$ cat src/rtl/rr_arb_hold.sv
// rr_arb_hold: registered round-robin arbiter, grant held until acknowledged.
// Optional burst lock (i_lock port) enabled by defining RR_ARB_HOLD_LOCK_EN.
module rr_arb_hold #(
  parameter  int W     = 4,
  localparam int IDX_W = $clog2(W)
) (
  input  logic             clk,
  input  logic             arst_n,
  input  logic [W-1:0]     i_req,
  input  logic             i_ack,
`ifdef RR_ARB_HOLD_LOCK_EN
  input  logic             i_lock,
`endif
  output logic [W-1:0]     o_gnt,
  output logic             o_gnt_vld,
  output logic [IDX_W-1:0] o_gnt_idx
);

  typedef enum logic {
    IDLE,
    GRANT
  } state_e;

  state_e           state_q;
  logic [W-1:0]     gnt_q;
  logic             vld_q;
  logic [IDX_W-1:0] idx_q;
  logic [W-1:0]     pm_q;

  logic [W-1:0]     nreq_d;
  logic [W-1:0]     pm_d;
  logic [W-1:0]     gnt_idle_d;
  logic [W-1:0]     gnt_next_d;
  logic             lock_hit_d;

  function automatic logic [W-1:0] lsb(
    input logic [W-1:0] x
  );
    return x & (~x + W'(1));
  endfunction

  // Masked pick first; an empty mask wraps to the lowest raw requester.
  function automatic logic [W-1:0] arb(
    input logic [W-1:0] req,
    input logic [W-1:0] pm
  );
    logic [W-1:0] m;
    m = req & pm;
    if (|m) return lsb(m);
    return lsb(req);
  endfunction

  function automatic logic [IDX_W-1:0] enc(
    input logic [W-1:0] oh
  );
    logic [IDX_W-1:0] r;
    r = '0;
    for (int i = 0; i < W; i++) begin
      if (oh[i]) r = r | i[IDX_W-1:0];
    end
    return r;
  endfunction

  // Next arbitration candidates and the rotated priority mask.
  always_comb begin
    nreq_d     = i_req & ~gnt_q;
    pm_d       = ~(gnt_q | (gnt_q - W'(1)));
    gnt_idle_d = arb(i_req, pm_q);
    gnt_next_d = arb(nreq_d, pm_d);
`ifdef RR_ARB_HOLD_LOCK_EN
    lock_hit_d = i_lock & (|(i_req & gnt_q));
`else
    lock_hit_d = 1'b0;
`endif
  end

  // Grant FSM with registered grant, valid, index and priority mask.
  always_ff @(posedge clk or negedge arst_n) begin
    if (!arst_n) begin
      state_q <= IDLE;
      gnt_q   <= '0;
      vld_q   <= 1'b0;
      idx_q   <= '0;
      pm_q    <= '1;
    end else begin
      unique case (state_q)
        IDLE: begin
          if (|i_req) begin
            state_q <= GRANT;
            gnt_q   <= gnt_idle_d;
            vld_q   <= 1'b1;
            idx_q   <= enc(gnt_idle_d);
          end
        end
        GRANT: begin
          if (i_ack && !lock_hit_d) begin
            pm_q <= pm_d;
            if (|nreq_d) begin
              gnt_q <= gnt_next_d;
              idx_q <= enc(gnt_next_d);
            end else begin
              state_q <= IDLE;
              gnt_q   <= '0;
              vld_q   <= 1'b0;
              idx_q   <= '0;
            end
          end
        end
        default: begin
          state_q <= IDLE;
          gnt_q   <= '0;
          vld_q   <= 1'b0;
          idx_q   <= '0;
        end
      endcase
    end
  end

  assign o_gnt     = gnt_q;
  assign o_gnt_vld = vld_q;
  assign o_gnt_idx = idx_q;

endmodule
$ cat config.mk
export PLATFORM = sky130hd
export DESIGN_NAME = rr_arb_hold
export DESIGN_NICKNAME = d
export VERILOG_FILES = /design/src/rtl/rr_arb_hold.sv
export SDC_FILE = /design/constraint.sdc
export NUM_CORES = 1
export LEC_CHECK = 0
export ABC_CLOCK_PERIOD_IN_PS = 1800
export BUFFER_PORTS_ARGS = -buffer_cell sky130_fd_sc_hd__buf_4
export CELL_PAD_IN_SITES_DETAIL_PLACEMENT = 0
export CELL_PAD_IN_SITES_GLOBAL_PLACEMENT = 1
export CORE_ASPECT_RATIO = 1.1
export CORE_MARGIN = 3
export CORE_UTILIZATION = 39
export DETAILED_ROUTE_END_ITERATION = 16
export GPL_TIMING_DRIVEN = 0
export PLACE_DENSITY = 0.73
export SLEW_MARGIN = 25
export SYNTH_ARGS = -nofsm -noshare
export SYNTH_HDL_FRONTEND = slang
export SYNTH_SLANG_ARGS = --single-unit
$ cat constraint.sdc
create_clock -name clk -period 1.8 [get_ports clk]
set_clock_uncertainty 0.1 [all_clocks]
set_input_delay 0.36 -clock clk [delete_from_list [all_inputs] [get_ports clk]]
set_output_delay 0.36 -clock clk [all_outputs]
set_load 0.02 [all_outputs]
* After elaboration in Yosys (flattened, before gate mapping)
Cells that the tools add are included.
** Cells by class
- Muxes and demuxes :: 28
- Add/subtract/negate cells :: 5
- Equal/unequal tests :: 3
- Bitwise logic cells :: 15
- Reduce and logical (&&, ||, !) cells :: 7
** Operators with widths (number)
- AND 4 bit :: 7
- 2-to-1 mux 4 bit :: 7
- NOT 4 bit :: 6
- adder 4 x 1 -> 4 bit (second input constant) :: 4
- OR reduction 4 bit :: 4
- 2-to-1 mux 2 bit :: 7
- 2-to-1 mux 1 bit :: 10
- case mux 4 bit (2 select lines) :: 1
- inequality test 2 bit (second input constant) :: 3
- bitwise OR 4 bit :: 1
- case mux 1 bit (2 select lines) :: 2
- case mux 2 bit (2 select lines) :: 1
- AND reduction 2 bit :: 2
- subtractor 4 x 1 -> 4 bit (second input constant) :: 1
- AND reduction 3 bit :: 1
- NOT 1 bit :: 1
** Word-level totals
- Word-level logic and storage cells :: 63
- Output and inout bits :: 7
- Register bits after elaboration :: 12

* Depth between registers and ports, before layout
Gate-level depths: netlist of the first run.
- Depth after elaboration :: 15
- Gate-level depth with buffers :: 6

* Worst setup path after synthesis of the first run
OpenSTA, ideal clock, no wires.
- Kind :: input to register
- Start point :: in i_req[0]
- End point :: reg idx_q[0], in the netlist o_gnt_idx[0]
- Required time :: 1.557 ns
- Arrival time :: 1.332 ns
- Buffers on the path :: 2
- Stages :: 6
- Path slack :: 0.225 ns
- Library setup time :: 0.143 ns
- Cell sequence :: buf_6 > or3_4 > o31a_1 > buf_6 > nor2_1 > a31oi_1
** Between the ends
- Cells in the longest elaborated chain, start to end :: 13
** RTL lines
- start: declaration :: line 9 : input logic [W-1:0] i_req,
- AND 4 bit :: line 66 : nreq_d = i_req & ~gnt_q;
- AND 4 bit :: line 48 : m = req & pm;
- NOT 4 bit :: line 39 : return x & (~x + W'(1));
- adder 4 x 1 -> 4 bit :: line 39
- AND 4 bit :: line 39
- 2-to-1 mux 4 bit :: line 49 : if (|m) return lsb(m);
- 2-to-1 mux 4 bit :: line 50 : return lsb(req);
- 2-to-1 mux 1 bit :: line 59 : if (oh[i]) r = r | i[IDX_W-1:0];
- 2-to-1 mux 2 bit (2 in a row) :: line 59
- 2-to-1 mux 2 bit :: line 98 : if (|nreq_d) begin
- 2-to-1 mux 2 bit :: line 96 : if (i_ack && !lock_hit_d) begin
- case mux 2 bit (2 select lines) :: line 86 : unique case (state_q)
- end signal: assignment :: line 92 : idx_q <= enc(gnt_idle_d);
- end signal: assignment :: line 100 : idx_q <= enc(gnt_next_d);
- end: declaration :: line 27 : logic [IDX_W-1:0] idx_q;
Several ways; a longest one is shown, not always the timed one. The select of a mux whose other input is x is not followed.
A chain may end at the register's enable or synchronous reset.

* Final worst setup path of the first run
- Start point :: reg state_q
- End point :: reg state_q
** Between the ends
- Cells in the longest elaborated chain, start to end :: 2
** RTL lines
- start: declaration :: line 24 : state_e state_q;
- start signal: assignment :: line 80 : state_q <= IDLE;
- start signal: assignment :: line 89 : state_q <= GRANT;
- start signal: assignment :: line 102 : state_q <= IDLE;
- NOT 1 bit
- case mux 1 bit (2 select lines) (*) :: line 86
Every way passes the cells marked *; elsewhere a longest branch is shown, timed or not.

==> metrics.yaml, run 1 <==
whs_path_depth: 3
worst-setup-path-type: "register to register"
yosysWarnings: 0
fin_crit_sh_pct: 91.36
cts_sinks: 12
crit_fanout: 10
synth_seq_cells: 12
yosys-top-cells-area: "dfrtp_1 28%, dfstp_2 15%, o31ai_1 4.3%, nand2_1 3.7%, a221oi_1 3.7%"
status: "finished, final reports clean"
layout.nets: 98
rsz0062_at_grt: "false"
syn_avg_cell_area_sq_um: 9.502
ir_drop_v: 0.0006646
area_growth_pct: 21.35
path_clk_slew_ps: 90
synth-edff-count: 0
total_power_mw: 1.146
max_clock_freq_mhz: 608.1
ant_nets: 0
ys_seq_area_share_pct: 43.42
finalHoldViolCount: 0
drtIter0Drc: 26
num_vias: 656
antenna_found_initial: 0
cts_buffers: 3
regToRegStartpoint: "state_q$_DFF_PN0_"
rrSetupSlack_ps: 160
min_to: "o_gnt[0]$_DFFE_PN0P_"
totalWireLength_mm: 1.753
drcViolationCount: 0
p_per_area_mw_per_mm2: 1343
tightest_slew_ps: 405.2
port_buffers: 11
syn_area_sq_um: 703.2
ys_types: 32
grtUsageTotal_pct: 17.46
reg2reg_to: "state_q$_DFF_PN0_"
report.final.slew_viol_count: 0
p_leak_nw: 0.3641
overflow: 0
std_cell_rows: 15
synth_area_leader_cell: "dfrtp_1"
drv_cap: 0
grt_pass1_wl_mm: 2.973
finalCriticalPeriod_ps: 1644
r2r.worst_path.cells: 4
clockBufferDepth: 2
setup_tns_ps: 0
yosysTopAreaCellShare_pct: 28.47
fillers: 160
die_y_um: 50.54
drive_gt1_share_pct: 25.56
root_buffer: "clkbuf_4"
crit_path_start_kind: "register"
synth_top_flop_cell: "dfrtp_1"
synthArstFlopShare_pct: 100.0
die-area_sq_mm: 0.002349
fin_ws_ps: 155.5
start_util_pct: 43.07
min_path_type: "input pin to register"
pre_cts_ws_ps: 12.72
dp_hpwl_mm: 1.237
vias_per_cell: 6.131
worstPathArrival_ps: 1710
setup_viol: 0
cts_max_level: 1
post_drt_wl_per_cell_um: 16.38
grt_max_degree: 13
slew_headroom_pct: 72.56
ios: 14
grt_pass1_vias: 624
cts_tree: "yes"
num_antenna_cells: 0
syn-num-nets: 81
die_w_um: 46.49
clkLatencyLatePin_ps: 280
yosysMostFrequentCell: "dfrtp_1"
gpl.final_weighted_congestion: 0.8279
firstDrtPassIters: 4
min_from: "i_req[0]"
required_ps: 1870
synth.top_cells.by_count: "8 x dfrtp_1, 7 x nand2_1, 6 x nor2_1"
netlist_instances: 74
core_area_sq_mm: 0.001633
end_kind: "register"
==> registers in the layout, summed over array words and instances, names as in the netlist <==
register,flops
o_gnt,4
o_gnt_idx,2
o_gnt_vld,1
pm_q,4
state_q,1
==> where the power goes <==
part           total, mW  switching (mW)  leakage, nW  internal, mW
sequential         0.474           0.100        0.137         0.374
clock              0.222          0.0993       0.0210         0.123
combinational      0.450           0.249        0.206         0.201
==> cells by family (layout without fill, tap and decap cells) <==
logic type             count (synthesis)  in the layout  synth area share [%]
AO/OA/AOI/OAI                         28             28                 30.25
AND/OR/NAND/NOR                       26             26                 19.04
flip-flops                            12             12                 43.42
buffers and inverters                  7             23                 5.872
multiplexers                           1              1                 1.424
==> cells in the final DEF (no fill, tap or decap), types with 4 or more instances in the layout <==
master / Yosys / layout
buf_4: 0 / 11
dfrtp_1: 8 / 8
nand2_1: 7 / 7
nor2_1: 6 / 6
nor3_1: 4 / 4
a21oi_1: 4 / 4
o31ai_1: 4 / 4
dfstp_2: 4 / 4
==> through the flow <==
stage | area (sq um) | hold WS (ps) | instances | util, %
after global routing | 853.3 | 278.4 | 107 | 52.26
after detailed placement | 807.0 | 110.0 | 102 | 49.43
final | 853.3 | 270.2 | 107 | 52.26
after floorplan | 703.2 | -35.59 | 74 | -
after CTS | 853.3 | 271.4 | 107 | 52.26
after global placement | 807.0 | 106.4 | 102 | 49.43
==> timing repair <==
action / in CTS / in global routing
endpoints found under the setup margin: 0 / 1
hold buffers: 1 / 0
gates resized for setup: 0 / 1
buffers inserted: 0 / 0
hold endpoints to repair: 8 / 0
==> routing by layer <==
metal,GRT usage [%],vias up,share of wire [%]
li1,-,318,-
met1,26.12,309,47
met2,24.31,22,44
met3,2.867,7,6.5
met4,7.109,0,2.4
met5,0,-,0
==> how the worst max path moves through the flow <==
stage | from | to | slack (ps) | cells after the start
after floorplan | i_req[0] | o_gnt_idx[0]$_DFFE_PN0P_ | 220 | 6
after global placement | i_req[3] | o_gnt_idx[0]$_DFFE_PN0P_ | 20 | 4
after detailed placement | i_req[3] | o_gnt[1]$_DFFE_PN0P_ | 10 | 4
after CTS | state_q$_DFF_PN0_ | o_gnt[1]$_DFFE_PN0P_ | 120 | 3
after global routing | state_q$_DFF_PN0_ | state_q$_DFF_PN0_ | 40 | 4
final | state_q$_DFF_PN0_ | state_q$_DFF_PN0_ | 160 | 4
==> critical path, cell delays in order (launching register included) <==
cell,delay (ps)
dfrtp_1,390
clkbuf_1,350
nand2_1,270
nor4_1,360
nor2_1,70
==> cell type report <==
type                       count  area, sq um  area share, %
tap                           17        21.27          2.493
timing repair buffer          12        92.59          10.85
clock buffer                   4        36.28          4.252
inverter                       3        11.26          1.320
multi-input combinational     55        356.6          41.79
buffer                         4        30.03          3.519
sequential                    12        305.3          35.78
No activity file was read; power rests on OpenSTA's default activity.
==> run 2: changes to the inputs <==
ABC_CLOCK_PERIOD_IN_PS = not set   (was 1800)
CELL_PAD_IN_SITES_DETAIL_PLACEMENT = 1   (was 0)
==> metrics.yaml, run 2 (same netlist as run 1, synthesis figures left out) <==
cpMaxStageDelayCell: "o311ai_0"
crit_path_start_kind: "register"
port_buffers: 11
die_w_um: 46.49
seqCellArea_sq_um: 305.3
final_cell_area_sq_um: 843.3
r2r.worst_path.cells: 3
min_path_type: "input pin to register"
min_to: "o_gnt[0]$_DFFE_PN0P_"
p_leak_nw: 0.3577
worstPathArrival_ps: 1660
drive_gt1_share_pct: 24.44
p_sw_share_pct: 40.60
required_ps: 1820
p_comb_share_pct: 41.0
finalCriticalPeriod_ps: 1636
fillers: 199
setup_tns_ps: 0
crit_fanout: 10
final_common_cell: "buf_4"
start_util_pct: 43.07
vias_per_cell: 6.056
ir_drop_v: 0.0007574
cts_sinks: 12
rrSetupSlack_ps: 160
multi_input_area_sq_um: 356.6
path_clk_slew_ps: 90
totalWireLength_mm: 1.918
post_cts_resized: 0
max_clock_freq_mhz: 611.1
post_drt_wl_per_cell_um: 17.93
min_from: "i_req[0]"
num_vias: 648
place_area_sq_um: 807.0
layout.nets: 98
cts_max_level: 1
reg2reg_to: "o_gnt_idx[0]$_DFFE_PN0P_"
fin_crit_sh_pct: 90.92
p_clk_share_pct: 16.2
tightest_slew_ps: 566.4
whs_path_depth: 3
p_sw_uw: 451.2
grtUsageTotal_pct: 18.89
p_per_area_mw_per_mm2: 1318
area_growth_pct: 19.93
cts_buffers: 3
critPathBufInv: 1
cts_tree: "yes"
drv_cap: 0
end_kind: "register"
ant_nets: 0
layout_common_cells: "11 x buf_4, 8 x dfrtp_1, 7 x nand2_1"
dp_hpwl_mm: 1.429
root_buffer: "clkbuf_4"
postCtsSetupBuffers: 0
die_y_um: 50.54
overflow: 0
antenna_found_initial: 0
setup_viol: 0
worst-setup-path-type: "register to register"
clockBufferDepth: 2
ios: 14
slew_headroom_pct: 61.76
num_antenna_cells: 0
firstDrtPassIters: 4
core_area_sq_mm: 0.001633
slowest_delay_ps: 590
rsz0062_at_grt: "false"
p_int_uw: 660.2
clkLatencyLatePin_ps: 280
std_cell_rows: 15
die-area_sq_mm: 0.002349
seqPwrFrac_pct: 42.8
critPathTopFamily: "compound AO/OA/AOI/OAI gates"
crit_chain: "clkbuf_1 > o311ai_0 > a31oi_1"
gpl.final_weighted_congestion: 0.8279
drcViolationCount: 0
grt_max_degree: 13
report.final.slew_viol_count: 0
drtIter0Drc: 5
holdWs_ps: 283.1
status: "finished, final reports clean"
grt_pass1_vias: 679
finalHoldViolCount: 0
regToRegStartpoint: "state_q$_DFF_PN0_"
grt_pass1_wl_mm: 3.194
run 2: cell counts in the layout (fill, tap and decap cells not counted):
No cell type changed its count.
run 2: worst min-delay path: stages:
cell and delay (ps):
buf_6 120, nand2_1 80, o22ai_1 70
run 2: how the worst max path moves through the flow:
| stage | from | end | slack, ps | cells after the start |
|---|---|---|---|---|
| final | state_q$_DFF_PN0_ | o_gnt_idx[0]$_DFFE_PN0P_ | 160 | 3 |
| after global routing | state_q$_DFF_PN0_ | o_gnt_idx[0]$_DFFE_PN0P_ | 60 | 3 |
| after CTS | state_q$_DFF_PN0_ | o_gnt_idx[0]$_DFFE_PN0P_ | 140 | 3 |
| after detailed placement | i_req[3] | o_gnt_idx[0]$_DFFE_PN0P_ | 40 | 4 |
| after global placement | i_req[3] | o_gnt_idx[0]$_DFFE_PN0P_ | 20 | 4 |
| after floorplan | i_req[0] | o_gnt_idx[0]$_DFFE_PN0P_ | 220 | 6 |
run 2: per-layer routing:
metal | wire, um | global-route usage, %
met1 | 841 | 24.61
met2 | 969 | 31.42
met3 | 82 | 2.509
met4 | 25 | 5.687
met5 | 0 | 0
run 2: repair_timing:
action,CTS,global route
hold buffers,1,0
endpoints found under the setup margin,0,0
hold endpoints to repair,8,0
run 2: layout make-up:
| cell class | count | share of cell area (%) |
|---|---|---|
| repair buffers | 12 | 10.98 |
| flip-flops and latches | 12 | 36.20 |
| plain buffers | 4 | 3.561 |
| inverters | 3 | 1.335 |
| well taps | 17 | 2.522 |
| clock buffers | 4 | 3.116 |
| multi-input cells | 55 | 42.28 |
run 2: power by group through the flow:
stage / Sequential [mW] / Combinational (mW) / Clock (mW)
final: 0.476 / 0.456 / 0.180
after global routing: 0.494 / 0.504 / 0.190
after CTS: 0.475 / 0.462 / 0.184
after detailed placement: 0.481 / 0.455 / 0
after global placement: 0.478 / 0.442 / 0
after floorplan: 0.522 / 0.225 / 0
run 2: stage by stage:
| stage | cells | total power, mW | utilization [%] | setup slack, ps |
|---|---|---|---|---|
| after global placement | 102 | 0.9192 | 49.43 | 16.61 |
| after detailed placement | 102 | 0.9361 | 49.43 | 44.91 |
| final | 107 | 1.111 | 51.65 | 163.5 |
| after floorplan | 74 | 0.7469 | - | 224.9 |
| after global routing | 107 | 1.188 | 51.65 | 55.88 |
| after CTS | 107 | 1.121 | 51.65 | 139.1 |
